**src/rtl/seq_info_buf.sv**
```systemverilog
// Meta-info FIFO that pairs each stored entry with a beat count and retires the head
// entry once its last beat has been completed by the sequential consumer.
module seq_info_buf #(
  parameter int DEPTH  = 4,
  parameter int META_W = 32,
  parameter int NB_W   = 8
) (
  input  logic                         clk_i,
  input  logic                         rst_ni,
  input  logic                         flush_i,
  input  logic                         meta_valid_i,
  output logic                         meta_ready_o,
  input  logic [META_W-1:0]            meta_i,
  input  logic [NB_W-1:0]              meta_nb_i,
  output logic                         info_valid_o,
  output logic [META_W-1:0]            info_o,
  input  logic                         beat_valid_i,
  output logic                         beat_ready_o,
  output logic [NB_W-1:0]              beat_cnt_o,
  output logic                         last_beat_o,
  output logic [$clog2(DEPTH+1)-1:0]   count_o
);

  localparam int PW = (DEPTH > 1) ? $clog2(DEPTH) : 1;
  localparam int CW = $clog2(DEPTH + 1);
  localparam logic [CW-1:0] C_DEPTH = CW'(DEPTH);

  logic [META_W-1:0] r_meta [DEPTH];
  logic [NB_W-1:0]   r_nb   [DEPTH];
  logic [PW-1:0]     r_wrPtr;
  logic [PW-1:0]     r_rdPtr;
  logic [CW-1:0]     r_count;
  logic [NB_W-1:0]   r_beatCnt;

  logic w_notEmpty;
  logic w_headLast;
  logic w_push;
  logic w_beat;
  logic w_pop;

  // Status comes only from registered state, so a push never bypasses to the head.
  assign w_notEmpty = (r_count != '0);
  assign w_headLast = (r_beatCnt == r_nb[r_rdPtr]);
  assign w_push     = meta_valid_i && meta_ready_o;
  assign w_beat     = beat_valid_i && w_notEmpty;
  assign w_pop      = w_beat && w_headLast;

  assign meta_ready_o = (r_count < C_DEPTH);
  assign info_valid_o = w_notEmpty;
  assign beat_ready_o = w_notEmpty;
  assign info_o       = r_meta[r_rdPtr];
  assign beat_cnt_o   = r_beatCnt;
  assign last_beat_o  = w_notEmpty && w_headLast;
  assign count_o      = r_count;

  // Flush wins over push and pop; pointers wrap naturally since DEPTH is a power of two.
  always_ff @(posedge clk_i or negedge rst_ni) begin
    if (!rst_ni) begin
      r_wrPtr   <= '0;
      r_rdPtr   <= '0;
      r_count   <= '0;
      r_beatCnt <= '0;
    end else if (flush_i) begin
      r_wrPtr   <= '0;
      r_rdPtr   <= '0;
      r_count   <= '0;
      r_beatCnt <= '0;
    end else begin
      if (w_push) r_wrPtr <= r_wrPtr + PW'(1);
      if (w_pop)  r_rdPtr <= r_rdPtr + PW'(1);
      case ({w_push, w_pop})
        2'b10:   r_count <= r_count + CW'(1);
        2'b01:   r_count <= r_count - CW'(1);
        default: r_count <= r_count;
      endcase
      if (w_pop)       r_beatCnt <= '0;
      else if (w_beat) r_beatCnt <= r_beatCnt + NB_W'(1);
    end
  end

  always_ff @(posedge clk_i) begin
    if (w_push && !flush_i) begin
      r_meta[r_wrPtr] <= meta_i;
      r_nb[r_wrPtr]   <= meta_nb_i;
    end
  end

endmodule

```
**config.mk**
```make
export PLATFORM = sky130hd
export DESIGN_NAME = seq_info_buf
export DESIGN_NICKNAME = d
export VERILOG_FILES = /design/src/rtl/seq_info_buf.sv
export SDC_FILE = /design/constraint.sdc
export NUM_CORES = 1
export LEC_CHECK = 0
export CORE_MARGIN = 2
export CORE_UTILIZATION = 54
export DETAILED_ROUTE_END_ITERATION = 10
export PLACE_DENSITY = 0.79
export SLEW_MARGIN = 15
export SYNTH_ARGS = -nofsm -noshare
export SYNTH_HDL_FRONTEND = slang
export SYNTH_SLANG_ARGS = --single-unit
```
**constraint.sdc**
```tcl
create_clock -name clk_i -period 3.7 [get_ports clk_i]
set_input_delay 0.74 -clock clk_i [delete_from_list [all_inputs] [get_ports clk_i]]
set_output_delay 0.74 -clock clk_i [all_outputs]
set_load 0.03 [all_outputs]
```
==> qor.tcl <==
set qor(outcome) {finished, final reports clean}
set qor(grt_pass1_wl_microns) 19000
set qor(tritoncts_buffer_count) 17
set qor(synthArstFlopShare) 0.0857
set qor(drt-vias-per-instance) 5.54
set qor(worst_setup_path_end_kind) {output pin}
set qor(crit_cells) 3
set qor(mappedNetlistNets) 364
set qor(fp.coreArea_sq_mm) 0.0121
set qor(p_switching_w) 0.000883
set qor(place.gp.congestion) 0.748
set qor(rsz0062_at_grt) {no}
set qor(first_iter_violations) 237
set qor(primary_ff_master_synth) {edfxtp_1}
set qor(mappedNetlistArea_sq_mm) 0.00676
set qor(worstHoldEndpoint) {r_wrPtr[0]$_DFFE_PN0P_}
set qor(die_height_microns) 116
set qor(area_delta_synth_final_pct) 26.3
set qor(path_buf_inv) 2
set qor(fin_crit_ps) 3240
set qor(die_w_microns) 116
set qor(drt-total-wl_microns) 12300
set qor(start_kind) {flop}
set qor(yosysSeqAreaShare) 0.767
set qor(cap_viol_max_count) 0
set qor(number_of_antenna_violations_at_the_first_check_in_global_routing) 0
set qor(number_of_cells_on_the_worst_hold_path) 2
set qor(seqPwrFrac) 0.530
set qor(worst_r2r_endpoint) {count_o[1]$_DFFE_PN0P_}
set qor(critical_path.reg2reg.startpoint) {r_rdPtr[1]$_DFFE_PN0P_}
set qor(combPwrFrac) 0.067
set qor(series_of_cell_instances_along_the_critical_path) {buf_4, mux4_2, clkdlybuf4s50_1}
set qor(drive_gt1_frac) 0.213
set qor(post-route-drc-count) 0
set qor(slew-limit-headroom) 0.527
set qor(cp_max_fo) 14
set qor(first_global_vias) 3518
set qor(cts.sinks) 175
set qor(final_max_slew_viol_count) 0
set qor(timing.critical_path.max_delay_family) {buffers and inverters}
set qor(clock_tree.root_cell) {clkbuf_16}
set qor(final.period_utilization) 0.875
set qor(drt_first_pass_iters) 4
set qor(critical-path-slowest-cell) {clkdlybuf4s50_1}
set qor(holdCritStartpoint) {r_wrPtr[0]$_DFFE_PN0P_}
set qor(count_of_non_filler_cells_in_the_finished_layout) 604
set qor(yosys_register_bits) 175
set qor(global_route.usage.total) 0.199
set qor(pwr_density_cell_mw_per_mm2) 495
set qor(synthCells) 313
set qor(power_switching_share) 0.209
set qor(worst_hold_path_type) {flop to flop}
set qor(antenna_cells) 0
set qor(placed_cells) 572
set qor(hold_violations) 0
set qor(number_of_distinct_library_cells_after_synthesis) 33
set qor(drt.antenna.violating_nets) 0
set qor(clk-insertion-delay-late_ps) 430
set qor(io_pins) 92
set qor(portBuffers) 91
set qor(critical_path_class) {flop to output pin}
set qor(timing.fmax_mhz) 309
set qor(initial_utilization) 0.558
set qor(clk_pin_slew_worst_paths_ps) 60
set qor(routed-via-count) 3347
set qor(ir_worst_vdd_mv) 0.383
set qor(global_route.overflow_total) 0
set qor(floorplan.rows) 40
set qor(design_power_total_w) 0.00422
set qor(pre_cts_slack_ps) 470
set qor(die_area_sq_mm) 0.0134
set qor(setup.reg_to_reg.worst_slack_ps) 730
set qor(critPathArrivalTime_ps) 2500
set qor(clock_tree_from_tritoncts) {built}
set qor(syn-mean-instance-area_sq_um) 21.6
set qor(timing.setup.tns_ps) 0
set qor(required_ps) 2960
set qor(number_of_synthesized_flops_with_an_enable_pin) 160
set qor(power.internal_w) 0.00334
set qor(final_nets) 474
set qor(cts_max_path_buffers) 2
set qor(power_leakage_nw) 2.79
set qor(worst-slew-pin-transition_ps) 707
set qor(dp_hpwl_microns) 7670
set qor(ys.warnings.count) 0
set qor(post-route-worst-setup-slack_ps) 461
set qor(routedWlPerCell_microns) 20.3
set qor(timing.critical_path.slowest_cell_delay_ps) 620
set qor(number_of_cells_on_the_worst_reg_to_reg_path) 8
set qor(finClkSkew_ps) 10.3
set qor(final-setup-viol-count) 0
set qor(clock_network_fraction_of_total_power) 0.403
set qor(cts_htree_levels) 4
set qor(cts_post_setup_buffers_inserted) 0
set qor(fillerInstances) 779
set qor(final_core_utilization) 0.704
set qor(grt_max_degree) 34
[state kept, by name, indices dropped and copies added, names as in the netlist]
| signal | cells |
|---|---|
| r_wrPtr | 2 |
| r_nb | 32 |
| beat_cnt_o | 8 |
| r_rdPtr | 2 |
| r_meta | 128 |
| count_o | 3 |
[cell families (layout without fill, tap and decap cells)]
logic type      Yosys count  in the layout  synth area share
flops                   175            175             0.767
simple gates             48             48            0.0411
mux                      41             41             0.135
buf+inv                  20            143            0.0146
xor+xnor                 18             18            0.0254
fa+ha+maj                 6              6            0.0122
compound gates            5              5           0.00519
[area by class of cell]
type	instances	area (sq um)	area share
clock inverters	14	141	0.0166
multi-input cells	118	1480	0.174
well taps	168	210	0.0246
inverters	5	18.8	0.00220
repair buffers	106	1060	0.125
flip-flops and latches	175	5180	0.608
clock buffers	18	429	0.0503
[per-layer routing]
metal,vias up,track usage,share of wire
met5,-,0,0
met4,0,0.0675,0.014
met3,13,0.0764,0.071
met2,106,0.314,0.51
met1,1738,0.257,0.41
li1,1490,-,-
[Yosys cell counts, drive strengths merged, types with 6 or more instances]
cell | number | area share
buf | 9 | 0.0085
dfrtp | 15 | 0.056
xnor2 | 12 | 0.016
nand2 | 8 | 0.0044
nand4 | 6 | 0.0065
clkbuf | 6 | 0.0033
mux4 | 40 | 0.13
edfxtp | 160 | 0.71
nor3 | 8 | 0.0076
nor2 | 10 | 0.0056
[worst min-delay path, stage by stage, from the launching register on]
cell	delay (ps)
dfrtp_1	410
xnor2_1	140
nor2_1	40
[metrics by stage]
stage	hold WS [ps]	area (sq um)
after floorplan	444	6760
after global placement	582	7960
after detailed placement	619	7960
after CTS	634	8530
after global routing	672	8530
final	628	8530
[power by group through the flow]
stage | Sequential, W | Combinational (W) | Clock (W)
3_3_place_gp | 0.00227 | 0.000279 | 0
5_1_grt | 0.00224 | 0.000303 | 0.00181
6_report | 0.00224 | 0.000282 | 0.00170
3_5_place_dp | 0.00228 | 0.000284 | 0
2_1_floorplan | 0.00228 | 0.000130 | 0
4_1_cts | 0.00224 | 0.000286 | 0.00173
[how the worst max path moves through the flow]
stage,start,slack [ps],endpoint
floorplan,r_rdPtr[0]$_DFFE_PN0P_,730,last_beat_o
global placement,r_rdPtr[0]$_DFFE_PN0P_,480,last_beat_o
detailed placement,r_rdPtr[0]$_DFFE_PN0P_,470,last_beat_o
CTS,r_rdPtr[0]$_DFFE_PN0P_,60,last_beat_o
global route,r_rdPtr[0]$_DFFE_PN0P_,230,last_beat_o
finish,r_rdPtr[0]$_DFFE_PN0P_,460,info_o[4]
[repair_timing]
action / CTS / global route
gates resized for setup: 1 / 1
endpoints found under the setup margin: 1 / 1
hold buffers: 0 / 0
[cells in the final DEF (no fill, tap or decap), types with 3 or more instances in the layout]
cell type and n:
clkbuf_16 17, nor3_1 7, clkinv_1 3, xnor2_1 12, inv_1 5, ha_1 5
buf_12 3, xor2_1 5, nor2_1 10, nand2_1 8, clkdlybuf4s50_1 90, buf_4 12
nand4_1 5, clkinvlp_4 4, mux4_2 40, dfrtp_1 13, and2_2 4, edfxtp_1 160
Power figures use the tool's default switching activity.
